File: src/rtl/prog_pkg.sv
// Shared constants and types for the program loader.
// Default sizes match a 64-entry, 24-bit program memory.
package prog_pkg;

    localparam int unsigned P_SIZE          = 6;
    localparam int unsigned I_SIZE          = 24;
    localparam int unsigned BYTES_PER_INSTR = I_SIZE / 8;

    typedef enum logic [1:0] {
        StIdle,
        StRecv,
        StWrite,
        StDone
    } loader_state_t;

    // Counter width that stays legal when only one byte per word is needed.
    function automatic int unsigned cnt_width(input int unsigned n);
        return (n > 1) ? $clog2(n) : 1;
    endfunction

endpackage

File: src/rtl/instr_assembler.sv
// Byte-to-instruction assembler: MSB-first shift register plus a byte counter.
// word_ready pulses on the handshake that completes a word; word is the completed value.
module instr_assembler
    import prog_pkg::*;
#(
    parameter int unsigned nbytes = BYTES_PER_INSTR
) (
    input  logic                  clk,
    input  logic                  rst,
    input  logic                  clear,
    input  logic                  accept,
    input  logic [7:0]            data,
    output logic [nbytes*8-1:0]   word,
    output logic                  word_ready
);

    localparam int unsigned Width   = nbytes * 8;
    localparam int unsigned CntW    = cnt_width(nbytes);
    localparam logic [CntW-1:0] LastCnt = CntW'(nbytes - 1);

    logic [Width-1:0] shift_q, shift_d;
    logic [CntW-1:0]  cnt_q, cnt_d;
    logic [Width-1:0] shifted;

    assign shifted    = (shift_q << 8) | Width'(data);
    assign word       = shifted;
    assign word_ready = accept && !clear && (cnt_q == LastCnt);

    always_comb begin
        shift_d = shift_q;
        cnt_d   = cnt_q;
        if (clear) begin
            shift_d = '0;
            cnt_d   = '0;
        end else if (accept) begin
            shift_d = shifted;
            cnt_d   = (cnt_q == LastCnt) ? '0 : cnt_q + 1'b1;
        end
    end

    always_ff @(posedge clk) begin
        if (rst) begin
            shift_q <= '0;
            cnt_q   <= '0;
        end else begin
            shift_q <= shift_d;
            cnt_q   <= cnt_d;
        end
    end

endmodule

File: src/rtl/prog_loader.sv
// Streams bytes from a serial source into a writable program memory, one
// instruction per write, holding the CPU off the memory while busy.
module prog_loader
    import prog_pkg::*;
#(
    parameter int unsigned p_size = P_SIZE,
    parameter int unsigned i_size = I_SIZE
) (
    input  logic              clk,
    input  logic              rst,
    input  logic              start,
    input  logic [p_size:0]   len,
    input  logic [7:0]        rx_data,
    input  logic              rx_valid,
    output logic              rx_ready,
    output logic              mem_we,
    output logic [p_size-1:0] mem_addr,
    output logic [i_size-1:0] mem_wdata,
    output logic              busy,
    output logic              done,
    output logic [p_size:0]   words_loaded
);

    localparam logic [p_size:0] MaxLen = {1'b1, {p_size{1'b0}}};

    loader_state_t     state_q, state_d;
    logic [p_size-1:0] addr_q;
    logic [p_size-1:0] last_q;
    logic [p_size:0]   words_q;
    logic [i_size-1:0] wdata_q;

    logic              start_ok;
    logic              accept;
    logic [i_size-1:0] word;
    logic              word_ready;
    logic [p_size-1:0] last_from_len;

    assign start_ok = (state_q == StIdle) && start;
    assign accept   = rx_valid && rx_ready;

    // Oversized lengths clamp to the full memory, so the last address saturates.
    assign last_from_len = (len > MaxLen) ? {p_size{1'b1}} : p_size'(len - 1'b1);

    instr_assembler #(
        .nbytes (i_size / 8)
    ) u_asm (
        .clk        (clk),
        .rst        (rst),
        .clear      (start_ok),
        .accept     (accept),
        .data       (rx_data),
        .word       (word),
        .word_ready (word_ready)
    );

    always_comb begin
        state_d = state_q;
        unique case (state_q)
            StIdle: begin
                if (start) begin
                    state_d = (len == '0) ? StDone : StRecv;
                end
            end
            StRecv: begin
                if (word_ready) begin
                    state_d = StWrite;
                end
            end
            StWrite: begin
                state_d = (addr_q == last_q) ? StDone : StRecv;
            end
            StDone: begin
                state_d = StIdle;
            end
            default: begin
                state_d = StIdle;
            end
        endcase
    end

    always_ff @(posedge clk) begin
        if (rst) begin
            state_q <= StIdle;
            addr_q  <= '0;
            last_q  <= '0;
            words_q <= '0;
            wdata_q <= '0;
        end else begin
            state_q <= state_d;
            if (start_ok) begin
                addr_q  <= '0;
                words_q <= '0;
                if (len != '0) begin
                    last_q <= last_from_len;
                end
            end
            // Latch the finished word so mem_wdata holds while the next one shifts in.
            if (state_q == StRecv && word_ready) begin
                wdata_q <= word;
            end
            if (state_q == StWrite) begin
                words_q <= words_q + 1'b1;
                if (addr_q != last_q) begin
                    addr_q <= addr_q + 1'b1;
                end
            end
        end
    end

    assign rx_ready     = (state_q == StRecv);
    assign mem_we       = (state_q == StWrite);
    assign busy         = (state_q != StIdle);
    assign done         = (state_q == StDone);
    assign mem_addr     = addr_q;
    assign mem_wdata    = wdata_q;
    assign words_loaded = words_q;

endmodule

File: config.mk
export PLATFORM = sky130hd
export DESIGN_NAME = prog_loader
export DESIGN_NICKNAME = d
export VERILOG_FILES = /design/src/rtl/prog_pkg.sv /design/src/rtl/instr_assembler.sv /design/src/rtl/prog_loader.sv
export SDC_FILE = /design/constraint.sdc
export NUM_CORES = 1
export LEC_CHECK = 0
export CAP_MARGIN = 20
export CORE_AREA = 4 4 82 84
export CTS_CLUSTER_DIAMETER = 80
export DETAILED_ROUTE_END_ITERATION = 10
export DIE_AREA = 0 0 86 88
export MAX_ROUTING_LAYER = met4
export PLACE_DENSITY = 0.77
export SKIP_LAST_GASP = 1
export SLEW_MARGIN = 40
export SYNTH_ARGS = -nofsm -noshare
export SYNTH_HDL_FRONTEND = slang
export SYNTH_SLANG_ARGS = --single-unit
File: constraint.sdc
create_clock -name clk -period 2.25 [get_ports clk]
set_clock_uncertainty 0.2 [all_clocks]
set_input_delay 0.5625 -clock clk [delete_from_list [all_inputs] [get_ports clk]]
set_output_delay 0.5625 -clock clk [all_outputs]
set_load 0.05 [all_outputs]
==> metrics.yaml <==
grt_pass1_vias: 2208
synth_cells: 317
synth.area.top_cells: "dfxtp_1 48%, nand2_1 13%, a21oi_1 9.0%, nor2_1 3.0%, xnor2_1 3.0%"
ir_drop_mv: 0.481
async_reset_ff_share_pct: 0
clkLatencyLatePin_ps: 340
fmax_mhz: 495
crit_chain: "nand2b_1, inv_2, buf_12"
hold_viol_final: 0
drtIter0Drc: 123
worst-endpoint-required_ps: 1490
vias: 2358
drc_errors: 0
start_kind: "register"
syn_area_um2: 2610
power.leakage_nw: 1.41
seq_area_frac_synth_pct: 48.4
dr.pass1.iters: 5
min_from: "u_asm.shift_q[13]"
htreeDepth: 3
cts_root_buffer: "clkbuf_8"
drv_slew: 0
place.gp.congestion: 0.864
grt-ovfl-total: 0
slowest_delay_ps: 430
worst_hold_path_type: "register to register"
diodes: 0
clock_tree.buffer_depth: 2
period_share_pct: 89.8
synth_warnings: 0
crit_path_end_kind: "output pin"
dp_hpwl_um: 4330
min_path_cells: 2
hold-worst-slack_ps: 252
postRouteAntennaNets: 0
whs_endpoint: "mem_wdata[21]"
ioPinCount: 60
r2r_end: "mem_addr[2]"
synth_nets: 340
yosysMostFrequentCell: "nand2_1"
via_per_inst: 5.04
io_buffers: 59
die_w_um: 86
power.density_nw_per_um2: 657
ys_seq_elements: 63
critical_path_class: "register to output pin"
cts_tree: "done"
yosysTopAreaCell: "dfxtp_1"
synth_top_area_share_pct: 48.4
status: "complete, no violations"
synth_edf_count: 0
layout.cells.non_filler: 468
drive_gt1_share_pct: 19.6
rsz0062_at_grt: "no"
rr_startpoint: "mem_addr[0]"
grt_pass1_wl_um: 9990
synth_cell_types: 40
maxCapViolations: 0
syn_area_per_cell_um2: 8.23
finalCriticalPeriod_ps: 2020
ys.flop_type: "dfxtp_1"
initial_core_util_pct: 44.0
critPathMaxFanout: 8
rows: 28
clk_pin_slew_ps: 80
die_h_um: 88
worstMarginPinSlew_ps: 511
cts_buffers: 9
cts_sinks: 63
cp.arrival_ps: 1260
grt_antenna_before_repair: 0
wirelength_um: 5960
core-area_um2: 5920
area_growth_pct: 34.3
synth.top_cells.by_count: "88 x nand2_1, 63 x dfxtp_1, 47 x a21oi_1"
post-cts-setup-buffers: 0
fin_util_pct: 59.1
wl_per_cell_um: 12.7
place_inst: 452
finalSetupViolCount: 0
p_total_mw: 2.30
reg2reg_setup_slack_ps: 410
grt_max_degree: 27
nets: 411
slowest_stage: "dfxtp_1"
grt_usage_pct: 17.3
relSlewSlack_pct: 65.9
rr_worst_depth: 5
die_area_um2: 7570
-- state kept, by name (all words and copies together), names as in the netlist --
name,flops
mem_addr,6
mem_wdata,24
last_q,6
words_loaded,7
u_asm.cnt_q,2
state_q,2
u_asm.shift_q,16
-- cells by family (layout without fill, tap and decap cells) --
kind of cell	after synthesis	count (layout)	share of synthesized area, %
flops	63	63	48.4
mux	4	4	1.82
buf+inv	21	97	4.17
compound gates	68	68	14.8
xor+xnor	11	11	3.70
fa+ha+maj	4	4	1.92
simple gates	146	146	25.2
-- area by class of cell --
cell class                 instances  area [um2]
clock buffer                       9         124
multi-input combinational        233        1240
sequential                        63        1260
clock inverter                     7        73.8
tap                               75        93.8
timing repair buffer              75         683
fill                             518        2420
inverter                           6        22.5
-- worst max-delay path by stage --
stage	start	end	slack, ps	depth (start not counted)
after global placement	len[0]	last_q[1]	-210	6
after CTS	mem_wdata[8]	mem_wdata[8]	2	1
after detailed placement	len[0]	last_q[2]	-270	6
after global routing	state_q[0]	mem_we	130	3
after floorplan	mem_addr[0]	mem_addr[2]	310	5
final	state_q[0]	mem_we	230	3
-- stage by stage --
stage	cell area (um2)	worst slack [ps]	setup TNS (ps)
floorplan	2610	308	0
global placement	3300	-210	-1240
detailed placement	3300	-270	-1500
CTS	3490	1.60	0
global route	3500	129	0
finish	3500	231	0
-- critical path, delay by kind of cell, from the launching register on --
family / cells / cell delay [ps]
flip-flops: 1 / 430
AND/OR/NAND/NOR: 1 / 220
buffers and inverters: 2 / 270
-- power by group --
part,switching (mW),internal (mW),total (mW),leakage [nW]
clock network,0.450,0.510,0.959,0.0875
logic,0.102,0.0943,0.196,0.811
registers,0.0140,1.13,1.15,0.509
total,0.565,1.74,2.30,1.41
-- cells in the final DEF, fill, tap and decap left out, drive strengths merged, types with 6 or more instances in the layout --
cell type / synthesis / final
clkdlybuf4s50: 0 / 18
buf: 10 / 50
nand3: 10 / 10
a21oi: 47 / 47
nand2: 89 / 89
inv: 6 / 6
a211oi: 7 / 7
xnor2: 9 / 9
dlygate4sd2: 0 / 6
clkbuf: 5 / 9
dfxtp: 63 / 63
nor3: 6 / 6
nor2: 22 / 22
-- layer usage --
layer / global-route usage [%] / wire length, um / up-vias
li1: - / - / 1209
met1: 19.5 / 2650 / 1078
met2: 27.6 / 2850 / 59
met3: 6.49 / 345 / 12
met4: 7.19 / 110 / 0
met5: - / 0 / -
-- what timing repair did --
item                                   CTS  global route
gates resized for setup                  6             2
hold buffers                             0             0
endpoints found under the hold margin    0             0
setup endpoints to repair                6             6
No activity file was read; power rests on OpenSTA's default activity.
